## config.mk

```make
export PLATFORM = sky130hd
export DESIGN_NAME = mem_access_ctrl
export DESIGN_NICKNAME = d
export VERILOG_FILES = /design/src/rtl/mips_pkg.sv /design/src/rtl/mem_timeout_ctr.sv /design/src/rtl/mem_access_ctrl.sv
export SDC_FILE = /design/constraint.sdc
export NUM_CORES = 1
export LEC_CHECK = 0
export BUFFER_PORTS_ARGS = -buffer_cell sky130_fd_sc_hd__buf_2
export CAP_MARGIN = 20
export CORE_UTILIZATION = 39
export DETAILED_ROUTE_END_ITERATION = 7
export HOLD_SLACK_MARGIN = 0.06
export MAX_ROUTING_LAYER = met4
export PLACE_DENSITY = 0.81
export SYNTH_ARGS = -nofsm -noshare
export SYNTH_HDL_FRONTEND = slang
export SYNTH_SLANG_ARGS = --single-unit
```

## constraint.sdc

```tcl
create_clock -name clk -period 1.2 [get_ports clk]
set_clock_uncertainty 0.1 [all_clocks]
set_input_delay 0.18 -clock clk [delete_from_list [all_inputs] [get_ports clk]]
set_output_delay 0.18 -clock clk [all_outputs]
set_load 0.02 [all_outputs]
```

## src/rtl/mips_pkg.sv

```systemverilog
// Shared MIPS pipeline definitions: MEM-stage controller
// state encoding, bus widths and the bus-error fill pattern.
package mips_pkg;

  localparam int MIPS_AW = 32;
  localparam int MIPS_DW = 32;

  localparam logic [31:0] BUS_ERR_DATA = 32'hDEADBEEF;

  typedef enum logic [1:0] {
    IDLE = 2'd0,
    REQ  = 2'd1,
    DONE = 2'd2
  } memState_t;

endpackage

```

## src/rtl/mem_timeout_ctr.sv

```systemverilog
// REQ-phase watchdog for the MEM-stage controller.
// Compiled only when MEM_TIMEOUT_EN is defined.
`ifdef MEM_TIMEOUT_EN
module mem_timeout_ctr #(
  parameter int LIMIT = 255
) (
  input  logic clk,
  input  logic reset,
  input  logic run,
  input  logic ack,
  output logic expired
);

  logic [7:0] cnt;

  // Leaving REQ clears the count, so every entry starts at zero
  always_ff @(posedge clk) begin
    if (reset || !run) begin
      cnt <= '0;
    end else if (!ack) begin
      cnt <= cnt + 8'd1;
    end
  end

  assign expired = run & ~ack & (cnt == 8'(LIMIT));

endmodule
`endif

```

## src/rtl/mem_access_ctrl.sv

```systemverilog
// MEM-stage sequencer: one req/ack transaction per load/store.
// Optional REQ watchdog with bus error under MEM_TIMEOUT_EN.
module mem_access_ctrl
  import mips_pkg::*;
#(
  parameter int AW             = MIPS_AW,
  parameter int DW             = MIPS_DW,
  parameter int TIMEOUT_CYCLES = 255
) (
  input  logic          clk,
  input  logic          reset,
  input  logic          MemWriteM,
  input  logic          MemtoRegM,
  input  logic          FlushM,
  input  logic [AW-1:0] ALUOutM,
  input  logic [DW-1:0] WriteDataM,
  input  logic          MemAck,
  input  logic [DW-1:0] MemRdata,
  output logic          MemReq,
  output logic          MemWe,
  output logic [AW-1:0] MemAddr,
  output logic [DW-1:0] MemWdata,
  output logic          StallM,
  output logic [DW-1:0] ReadDataM,
  output logic          BusErrM
);

  memState_t state, stateNext;
  logic      access;
  logic      timeout;

  assign access = (MemWriteM | MemtoRegM) & ~FlushM;

`ifdef MEM_TIMEOUT_EN
  mem_timeout_ctr #(
    .LIMIT(TIMEOUT_CYCLES)
  ) uTimeout (
    .clk    (clk),
    .reset  (reset),
    .run    (state == REQ),
    .ack    (MemAck),
    .expired(timeout)
  );
`else
  logic unusedTimeout;
  assign unusedTimeout = ^TIMEOUT_CYCLES;
  assign timeout = 1'b0;
`endif

  always_comb begin
    stateNext = state;
    unique case (state)
      IDLE: if (access) stateNext = REQ;
      REQ:  if (MemAck || timeout) stateNext = DONE;
      DONE: stateNext = IDLE;
      default: stateNext = IDLE;
    endcase
  end

  always_ff @(posedge clk) begin
    if (reset) begin
      state     <= IDLE;
      MemWe     <= 1'b0;
      MemAddr   <= '0;
      MemWdata  <= '0;
      ReadDataM <= '0;
      BusErrM   <= 1'b0;
    end else begin
      state   <= stateNext;
      BusErrM <= 1'b0;
      if (state == IDLE && access) begin
        MemAddr  <= ALUOutM;
        MemWdata <= WriteDataM;
        MemWe    <= MemWriteM;
      end
      // Ack beats a simultaneous timeout
      if (state == REQ && MemAck) begin
        if (!MemWe) ReadDataM <= MemRdata;
      end else if (state == REQ && timeout) begin
        ReadDataM <= DW'(BUS_ERR_DATA);
        BusErrM   <= 1'b1;
      end
    end
  end

  assign MemReq = (state == REQ);
  assign StallM = (state == IDLE && access) || (state == REQ);

endmodule

```

# [Word level (Yosys, flattened, before mapping)]
# Cells that the tools add are included.
# Widths: inputs -> output; s select.
[word_totals] ff_bits=99 input_bits=102 output_inout_bits=100 elab_cells=21
[op_classes] eq_ne=3 n_mux=3 bitwise=4 reduce_logical=6
[op_table] operator="$mux 2" count=2
[op_table] operator="$ne 2x2->1 const B" count=2
[op_table] operator="$pmux 2 s2" count=1
[op_table] operator="$reduce_and 2->1" count=2
[op_table] operator="$eq 2x1->1 const B" count=1
[op_table] operator="$logic_and 1x1->1" count=2
[op_table] operator="$logic_not 2->1" count=1
[op_table] operator="$not 1->1" count=2
[op_table] operator="$and 1x1->1" count=1
[op_table] operator="$logic_or 1x1->1" count=1
[op_table] operator="$or 1x1->1" count=1

# [Longest topological paths before layout]
# Gate-level depths: netlist of the first run.
[logic_depth] word_depth=4 ltp_mapped=5 depth_no_buf=3

# [Worst setup path before layout of the first run]
# Ideal clock, no wire load.
[synth_timing] path_kind="register -> register" startpoint="register MemWe" endpoint="register ReadDataM[10]" setup_ns=0.132 arrival_time_ns=1.061 required_ns=0.968 setup_slack_ns=-0.094 path_stages_with_launch=6 path_buffers=2 period_less_slack_ns=1.294 path_cell_list="dfxtp_1 -> and4bb_1 -> buf_2 -> buf_4 -> nand2_1 -> a21oi_1"
[synth_between] elab_chain_cells=2
[synth_rtl] item="from (decl)" line_no="mem_access_ctrl.sv:20" rtl="output logic MemWe,"
[synth_rtl] item="from (signal assigned)" line_no="mem_access_ctrl.sv:74" rtl="MemWe <= MemWriteM;"
[synth_rtl] item="$not 1->1 (no source line)"
[synth_rtl] item="$reduce_and 2->1 (no source line)"
[synth_rtl] item="to (signal assigned)" line_no="mem_access_ctrl.sv:78" rtl="if (!MemWe) ReadDataM <= MemRdata;"
[synth_rtl] item="to (signal assigned)" line_no="mem_access_ctrl.sv:80" rtl="ReadDataM <= DW'(BUS_ERR_DATA);"
[synth_rtl] item="to (decl)" line_no="mem_access_ctrl.sv:24" rtl="output logic [DW-1:0] ReadDataM,"
# No other way between the ends.
# A chain may end at the register's enable or synchronous reset.

# [Worst setup path after layout of the first run]
[layout_timing] startpoint="register state[1]" endpoint="register MemAddr[21]"
[layout_between] elab_chain_cells=2
[layout_rtl] item="from (decl)" line_no="mem_access_ctrl.sv:28" rtl="memState_t state, stateNext;"
[layout_rtl] item="from (signal assigned)" line_no="mem_access_ctrl.sv:69" rtl="state <= stateNext;"
[layout_rtl] item="$logic_not 2->1" line_no="mem_access_ctrl.sv:71" rtl="if (state == IDLE && access) begin"
[layout_rtl] item="$logic_and 1x1->1" line_no="mem_access_ctrl.sv:71"
[layout_rtl] item="to (signal assigned)" line_no="mem_access_ctrl.sv:72" rtl="MemAddr <= ALUOutM;"
[layout_rtl] item="to (decl)" line_no="mem_access_ctrl.sv:21" rtl="output logic [AW-1:0] MemAddr,"
# No other way between the ends.

==> metrics.csv, run 1 <==
stage,metric,value,unit
floorplanning,Die Width,105,microns
layout,final cell count without fillers,870,
route,WL per Instance,15.2,microns
route,first-pass detailed-route iteration total,4,
critical_path,crit end category,flop,
critical_path,WS Path Type,reg -> reg,
power,Lkg Pwr,3.05,nW
clock_network,clock sink count,99,
placed_design,Area after DPL,5290,sq um
synth,top_reg_cell synth,dfxtp_1,
placed_design,Post-DP HPWL,7.00,mm
critical_path,"Largest delay share family, worst path",flip-flops,
timing,Max Clk Rate,729,MHz
timing,period utilization,1.14,
grt,pin count of the biggest net entering global routing,65,
layout,Area Overhead vs Synth,66.1,%
timing,"Hold Violations, Final",0,
grt,global routing usage on met1,0.227,
critical_path,crit-path max FO,15,
timing,RSZ-0062 raised after global routing,yes,
power,Comb pwr share,0.236,
synth,Area contributors post-synth,"dfxtp_1 48%, nand2b_1 20%, mux2i_1 16%",
outcome,failing checks,setup timing,
critical_path,"setup slack, reg-to-reg",-0.17,ns
clock_network,CTS H-Tree Depth,3,
route,via count,4101,
grt,first-pass GRT wire length,19.5,mm
timing,hold slack,0.107,ns
power,Clk pwr share,0.276,
timing,PnR worst setup slack,-0.172,ns
outcome,run status,"finished, violations left",
power,Power Density,1070,nW/um^2
floorplanning,die area,11000,sq um
grt,Total Routing Usage GR,0.232,
route,Initial DRC Count,220,
critical_path,CP max-delay cell,dfxtp_4,
clock_network,CTS Buffer Depth,2,
power,sequential share of power,0.488,
synth,YS warnings,0,
route,Final ANT Viol Nets,0,
grt,vias in the first global route,4165,
synth,"count leader, synth",nand2b_1,
placed_design,placed cell count,747,
grt,GR Util met2,0.434,
clock_network,CTS tree,built,
layout,area of the multi-input gates,2000,sq um
route,vias per inst,4.71,
floorplanning,Initial Util,0.401,
layout,register area,2020,sq um
critical_path,critical path's largest stage delay,0.39,ns
layout,Final Core Density,0.666,
grt,met3 usage,0.0462,
run,max cap viols,0,
critical_path,CP cell instances,nor3_4 -> buf_12 -> buf_16 -> mux2i_1,
synth,Yosys reg bits,99,
critical_path,startpoint types,flop,
timing,setup TNS,-9.30,ns
critical_path,Crit path depth,4,
placed_design,gp weighted congestion,0.765,
synth,Mean Syn Cell Area,9.52,sq um
route,WL final,13.3,mm
grt,initial antenna violation count,1,
floorplanning,Die Ht,105,microns
grt,global-route layer with the greatest usage,met2,
synth,register area share after synthesis,0.479,
floorplanning,core area,10300,sq um
power,sw frac,0.283,
min_path,HP Class,in -> reg,
layout,Final Cell Area,6880,sq um
timing,fin crit period,1.37,ns
synth,post-synth design cell area,4140,sq um
power,Int Pwr,5.29,mW
placed_design,Place WS,-0.283,ns
grt,grt total ovfl,0,
power,Tot Pwr,7.38,mW
floorplanning,row count,37,
layout,# nets final,830,
synth,area share of the largest cell type after synthesis,0.479,
timing,Final Max Tran Viols,0,
critical_path,Crit path required time,1.39,ns
synth,Yosys cell types,19,
route,drt drc,0,
power,NetSw,2.09,mW
critical_path,Worst setup endpoint,MemAddr[21],
synth,Mapped Nets,537,
critical_path,FF-to-FF End,MemAddr[21],
clock_network,Worst-Skew Late Latency,0.37,ns
critical_path,WP buf/inv,2,
timing,final setup vio count,100,
layout,layout cell share with drive strength beyond 1,0.364,
min_path,Worst Min Path Start,MemWriteM,
synth,"EDFF count, synth",0,
synth,post-synthesis async set-or-reset flop share,0,
critical_path,r2r worst-path depth,4,
critical_path,crit path DAT,1.56,ns
clock_network,Root Driver,clkbuf_8,
power,Peak VDD IR,0.663,mV
critical_path,CP startpoint,state[1],
floorplanning,num ports,202,
synth,post-synthesis cell count,435,
synth,Post-synth top cells,"130 x nand2b_1, 99 x dfxtp_1, 65 x mux2i_1, 64 x nand2_1, 33 x a21oi_1",
layout,# fillers,733,
placed_design,Port Buffers,200,
clock_network,"CTS clk-pin slew, worst paths",0.10,ns
synth,Synth area leader,dfxtp_1,
clock_network,CTS Buf Count,9,
critical_path,FF-to-FF Start,state[1],
-- worst min-delay path by stage --
stage,end,slack (ns),cells past startpoint
floorplan,ReadDataM[0],0.22,2
global placement,ReadDataM[4],0.32,3
detailed placement,ReadDataM[13],0.33,3
CTS,state[0],0.09,3
global route,state[0],0.11,3
finish,MemWe,0.11,4
-- tightest hold or removal path, cell delays in order --
cell	delay, ns
buf_2	0.12
buf_4	0.12
nand2b_1	0.05
mux2i_1	0.06
-- per-layer routing --
metal / share of wire / up-vias
li1: - / 1978
met1: 0.38 / 1914
met2: 0.53 / 171
met3: 0.053 / 38
met4: 0.034 / 0
met5: 0 / -
-- layout make-up --
type	instances	area share
antenna	1	0.000364
sequential	99	0.294
clock buffer	11	0.0220
tap	136	0.0247
inverter	1	0.000910
timing repair buffer	316	0.363
multi-input combinational	301	0.290
clock inverter	5	0.00509
-- flip-flops by register name, summed over array words and instances (netlist names) --
name,flops
MemWe,1
ReadDataM,32
MemWdata,32
state,2
MemAddr,32
-- cells in the final DEF (no fill, tap or decap), types with 2 or more instances in the layout --
master         Yosys  layout
mux2i_1           65      63
buf_4              9      72
dfxtp_2            0      21
buf_16             0       3
buf_2              3     129
buf_12             0       7
clkbuf_8           0      11
dfxtp_1           99      75
dlygate4sd3_1      0      97
clkbuf_16          0       2
nand2b_1         130     130
nand2_1           64      64
dfxtp_4            0       3
a21oi_1           33      32
buf_6              5       6
clkinv_2           0       2
-- power groups by stage --
| stage | logic, mW | clock network, mW | registers [mW] |
|---|---|---|---|
| after floorplan | 0.557 | 0 | 3.87 |
| after global placement | 1.19 | 0 | 3.64 |
| after detailed placement | 1.23 | 0 | 3.65 |
| after CTS | 1.61 | 2.09 | 3.57 |
| after global routing | 1.84 | 2.24 | 3.62 |
| final | 1.74 | 2.04 | 3.60 |
-- logic make-up (layout without fill, tap and decap cells) --
kind of cell | Yosys count | after routing | share of synthesized area
muxes | 65 | 65 | 0.157
and+or+nand+nor | 200 | 200 | 0.268
DFF | 99 | 99 | 0.479
buffers and inverters | 35 | 333 | 0.0499
other | 1 | 2 | 0.000906
AOI/OAI and AO/OA | 35 | 35 | 0.0450
-- what timing repair did --
action                     in CTS  in global routing
hold buffers                   97                  0
buffers inserted                4                  1
gates resized for setup        20                 97
hold endpoints to repair       97                  0
cloned                          4                  2
pin swaps                       2                  2
setup endpoints to repair     103                168
Note: power is estimated with default switching activity, not from simulation.
==> run 2, diff against run 1 <==
PLACE_DENSITY = default   (was 0.81)
PLACE_DENSITY_LB_ADDON = 0.25   (was default)
clock period = 1.43 ns   (was 1.2 ns; I/O delays follow)
==> run 2 against run 1 <==
  * Final cell count did not move
  * Global-route usage fell by 2.4 points
  * Core utilization down 2.2 points
  * Power shrank 16%
  * Sequential power shrank 17%
  * Sequential share of layout area up 0.55 points
  * The run still ends with setup timing left
==> metrics.csv, run 2 (synthesis gave the netlist of run 1 again) <==
stage,metric,value,unit
timing,PnR worst setup slack,-0.000678,ns
grt,first-pass GRT wire length,17.9,mm
critical_path,WS Path Type,reg -> out,
critical_path,crit end category,output pin,
critical_path,CP cell instances,buf_6 -> a21oi_4 -> buf_6,
route,WL per Instance,13.8,microns
outcome,run status,"finished, violations left",
placed_design,Place WS,-0.0420,ns
placed_design,gp weighted congestion,0.749,
floorplanning,Die Ht,105,microns
outcome,failing checks,setup timing,
critical_path,critical path's largest stage delay,0.38,ns
route,vias per inst,4.58,
clock_network,CTS Buf Count,9,
timing,Max Clk Rate,699,MHz
layout,# fillers,811,
route,Final ANT Viol Nets,0,
timing,"Hold Violations, Final",0,
clock_network,Root Driver,clkbuf_8,
floorplanning,row count,37,
run,max cap viols,0,
layout,Final Cell Area,6650,sq um
layout,most used cells in the layout excluding fill and tap cells,"196 x buf_2, 130 x nand2b_1, 99 x dlygate4sd3_1",
timing,setup TNS,-0.000678,ns
power,Peak VDD IR,0.534,mV
floorplanning,core area,10300,sq um
critical_path,cell mode on critical path,buf_6,
layout,"commonest non-fill, non-tap cell in the layout",buf_2,
layout,layout cell share with drive strength beyond 1,0.328,
clock_network,CTS Buffer Depth,2,
min_path,HP Class,reg -> reg,
grt,Total Routing Usage GR,0.208,
timing,fin crit period,1.43,ns
power,Tot Pwr,6.20,mW
floorplanning,num ports,202,
critical_path,Crit path required time,1.12,ns
power,Power Density,933,nW/um^2
grt,grt total ovfl,0,
critical_path,CP max-delay cell,dfxtp_4,
critical_path,"setup slack, reg-to-reg",0.03,ns
route,via count,3988,
layout,Regs by FF count,"MemAddr: 32 flops, MemWdata: 32 flops, ReadDataM: 32 flops",
placed_design,Post-DP HPWL,6.73,mm
clock_network,CTS tree,built,
timing,RSZ-0062 raised after global routing,yes,
grt,initial antenna violation count,0,
timing,period utilization,1.00,
power,Lkg Pwr,3.03,nW
route,Initial DRC Count,186,
layout,# nets final,832,
grt,pin count of the biggest net entering global routing,89,
clock_network,clock sink count,99,
layout,Area Overhead vs Synth,60.6,%
timing,final setup vio count,1,
clock_network,Worst-Skew Late Latency,0.35,ns
placed_design,Port Buffers,200,
clock_network,"CTS clk-pin slew, worst paths",0.10,ns
route,WL final,12.0,mm
placed_design,Area after DPL,5270,sq um
floorplanning,Die Width,105,microns
critical_path,crit-path max FO,5,
critical_path,crit path DAT,1.12,ns
clock_network,CTS H-Tree Depth,3,
grt,vias in the first global route,3935,
floorplanning,Initial Util,0.401,
critical_path,startpoint types,flop,
layout,antenna cells,0,
route,first-pass detailed-route iteration total,4,
floorplanning,die area,11000,sq um
timing,Final Max Tran Viols,0,
route,drt drc,0,
## run 2: changes by cell type in the layout (fill, tap and decap cells not counted), moves of 21 or more
cell	before	now
buf_2	129	196
buf_4	72	8
dfxtp_1	75	97
dfxtp_2	21	0
## run 2: layout make-up
type / count / area [sq um] / area share
clock buffers: 12 / 155 / 0.0233
clock inverters: 3 / 46.3 / 0.00696
repair buffers: 318 / 2320 / 0.348
inverters: 1 / 6.26 / 0.000941
flip-flops and latches: 99 / 1990 / 0.299
multi-input cells: 301 / 1970 / 0.296
well taps: 136 / 170 / 0.0256
## run 2: timing repair
| action | in CTS | in global routing |
|---|---|---|
| setup buffers | 1 | 2 |
| pin swaps | 1 | 2 |
| gates cloned | 0 | 5 |
| setup endpoints to repair | 2 | 15 |
| hold endpoints to repair | 98 | 0 |
| hold buffers | 99 | 0 |
| gates resized for setup | 10 | 10 |
## run 2: through the flow
stage / util / hold WS, ns / cells
final: 0.644 / 0.355 / 870
after global routing: 0.644 / 0.379 / 870
after CTS: 0.629 / 0.357 / 863
after detailed placement: 0.510 / 0.344 / 748
after global placement: 0.510 / 0.338 / 748
after floorplan: - / 0.250 / 435
## run 2: power by group
| part | internal (mW) | switching, mW | total (mW) |
|---|---|---|---|
| registers | 2.91 | 0.0857 | 3.00 |
| clock network | 0.904 | 0.972 | 1.88 |
| logic | 0.692 | 0.639 | 1.33 |
## run 2: worst paths after layout
| path | from | cells past startpoint | to |
|---|---|---|---|
| worst max register to register | state[0] | 4 | MemAddr[28] |
| worst max-delay path | state[1] | 3 | StallM |
| worst min-delay path | ReadDataM[25] | 2 | ReadDataM[25] |
| worst min register to register | ReadDataM[25] | 2 | ReadDataM[25] |
## run 2: layer usage
layer | track usage | share of wire | vias to the layer above
met4 | 0.0946 | 0.021 | 0
met3 | 0.0362 | 0.049 | 19
met5 | - | 0 | -
met1 | 0.233 | 0.42 | 1848
met2 | 0.359 | 0.51 | 144
li1 | - | - | 1977
## run 2: worst max-delay path: cells and delay by family, from the launching register on
| family | cells | cell delay, ns |
|---|---|---|
| flops | 1 | 0.38 |
| buf+inv | 2 | 0.26 |
| compound gates | 1 | 0.12 |
==> run 3, diff against run 2 <==
MAX_ROUTING_LAYER = default   (was met4)
clock period = 1.5 ns   (was 1.43 ns; I/O delays follow)
==> run 3 against run 2 <==
  * The run now ends clean
  * Worst setup slack gained 0.070 ns
  * Core utilization shrank 1.8 points
  * Final cell count shrank 0.92%
  * Global-route usage shrank 0.75 points
  * Flip-flop and latch count is the same
  * Sequential share of layout area grew 0.86 points
  * Cell area shrank 2.8%
  * Highest routed layer unchanged
  * Register-to-register slack gained 0.12 ns
  * Via count shrank 1.7%
  * Largest cell class unchanged
  * Non-clock buffer count shrank 9
==> metrics.csv, run 3 (synthesis gave the netlist of run 1 again) <==
stage,metric,value,unit
outcome,run status,"finished, final reports clean",
clock_network,Root Driver,clkbuf_8,
power,sequential share of power,0.501,
critical_path,critical path's largest stage delay,0.37,ns
grt,first-pass GRT wire length,17.9,mm
grt,vias in the first global route,3939,
floorplanning,Die Width,105,microns
timing,period utilization,0.954,
power,Comb pwr share,0.209,
timing,RSZ-0062 raised after global routing,no,
clock_network,Worst-Skew Late Latency,0.34,ns
timing,setup TNS,0,ns
clock_network,CTS H-Tree Depth,3,
route,uppermost layer routed,met4,
critical_path,crit-path max FO,5,
floorplanning,core area,10300,sq um
run,max cap viols,0,
min_path,hold path cells,3,
route,WL final,10.8,mm
clock_network,"CTS clk-pin slew, worst paths",0.09,ns
route,WL per Instance,12.5,microns
floorplanning,row count,37,
timing,final setup vio count,0,
clock_network,CTS Buffer Depth,2,
clock_network,CTS tree,built,
grt,Total Routing Usage GR,0.200,
power,Clk pwr share,0.290,
placed_design,placed cell count,748,
min_path,HP Class,in -> reg,
critical_path,r2r worst-path depth,3,
route,via count,3922,
route,Met3 Routed Length,657,microns
grt,pin count of the biggest net entering global routing,79,
floorplanning,die area,11000,sq um
route,Initial DRC Count,156,
critical_path,crit path DAT,1.11,ns
route,met1 WL,4.46,mm
layout,Area Overhead vs Synth,56.1,%
layout,# fillers,842,
critical_path,CP max-delay cell,dfxtp_4,
critical_path,WS Path Type,reg -> out,
power,Int Pwr,4.21,mW
layout,layout cell share with drive strength beyond 1,0.317,
power,Power Density,882,nW/um^2
critical_path,Crit path depth,3,
critical_path,Crit path required time,1.17,ns
route,first-pass detailed-route iteration total,4,
placed_design,Port Buffers,200,
layout,"commonest non-fill, non-tap cell in the layout",buf_2,
timing,fin crit period,1.43,ns
route,drt drc,0,
route,Final ANT Viol Nets,0,
clock_network,CTS Buf Count,9,
route,WL met2,5.40,mm
power,Peak VDD IR,0.435,mV
critical_path,"Largest delay share family, worst path",flip-flops,
layout,# nets final,823,
placed_design,gp weighted congestion,0.741,
layout,Final Core Density,0.626,
layout,antenna cells,0,
floorplanning,num ports,202,
grt,initial antenna violation count,0,
critical_path,WP buf/inv,2,
critical_path,crit end category,output pin,
clock_network,Setup Buffers After CTS,0,
grt,grt total ovfl,0,
clock_network,clock sink count,99,
layout,most used cells in the layout excluding fill and tap cells,"197 x buf_2, 130 x nand2b_1, 98 x dlygate4sd3_1",
power,Lkg Pwr,2.95,nW
timing,"Hold Violations, Final",0,
critical_path,startpoint types,flop,
power,NetSw,1.49,mW
layout,final cell count without fillers,862,
critical_path,CP cell instances,buf_4 -> a21oi_4 -> buf_6,
floorplanning,Initial Util,0.401,
power,sw frac,0.261,
timing,Max Clk Rate,699,MHz
placed_design,Post-DP HPWL,6.79,mm
floorplanning,Die Ht,105,microns
timing,Final Max Tran Viols,0,
layout,Regs by FF count,"MemAddr: 32 flops, MemWdata: 32 flops, ReadDataM: 32 flops",
route,vias per inst,4.55,
[run 3: tightest hold or removal path, delay by kind of cell]
kind / cells / cell delay (ns)
buffers and inverters: 1 / 0.22
and+or+nand+nor: 1 / 0.13
muxes: 1 / 0.06
[run 3: power by group through the flow]
| stage | sequential [mW] | combinational (mW) | clock (mW) |
|---|---|---|---|
| 4_1_cts | 2.86 | 1.18 | 1.72 |
| 3_5_place_dp | 2.92 | 0.983 | 0 |
| 6_report | 2.86 | 1.19 | 1.65 |
| 3_3_place_gp | 2.91 | 0.970 | 0 |
| 2_1_floorplan | 3.09 | 0.435 | 0 |
| 5_1_grt | 2.88 | 1.29 | 1.82 |
[run 3: timing repair]
action / 4_1_cts / 5_1_grt
gates resized for setup: 5 / 5
setup endpoints to repair: 2 / 2
hold buffers: 98 / 0
endpoints found under the hold margin: 98 / 0
pin swaps: 0 / 1
[run 3: final timing paths]
| check | slack [ns] | to | startpoint |
|---|---|---|---|
| max reg2reg | 0.15 | MemAddr[21] | state[1] |
| min | 0.24 | MemAddr[17] | reset |
| max | 0.07 | StallM | state[1] |
| min reg2reg | 0.36 | ReadDataM[23] | ReadDataM[23] |
[run 3: layer usage]
layer	up-vias	track usage
li1	1964	-
met1	1785	0.227
met2	151	0.357
met3	22	0.0418
met4	0	0.0936
met5	-	0
[run 3: area by class of cell]
class	count	area (sq um)	area share
sequential	99	1990	0.308
tap	136	170	0.0263
multi-input combinational	301	1960	0.304
clock buffer	14	153	0.0236
timing repair buffer	309	2150	0.333
clock inverter	2	35.0	0.00542
inverter	1	3.75	0.000581
[run 3: per-stage QoR]
| stage | area [sq um] | setup slack, ns | total power, mW | hold slack, ns |
|---|---|---|---|---|
| finish | 6460 | 0.0692 | 5.70 | 0.237 |
| global route | 6460 | 0.00768 | 5.98 | 0.252 |
| CTS | 6450 | 0.00579 | 5.76 | 0.226 |
| detailed placement | 5270 | 0.0105 | 3.90 | 0.346 |
| global placement | 5270 | 0.0619 | 3.88 | 0.338 |
| floorplan | 4140 | 0.206 | 3.53 | 0.261 |
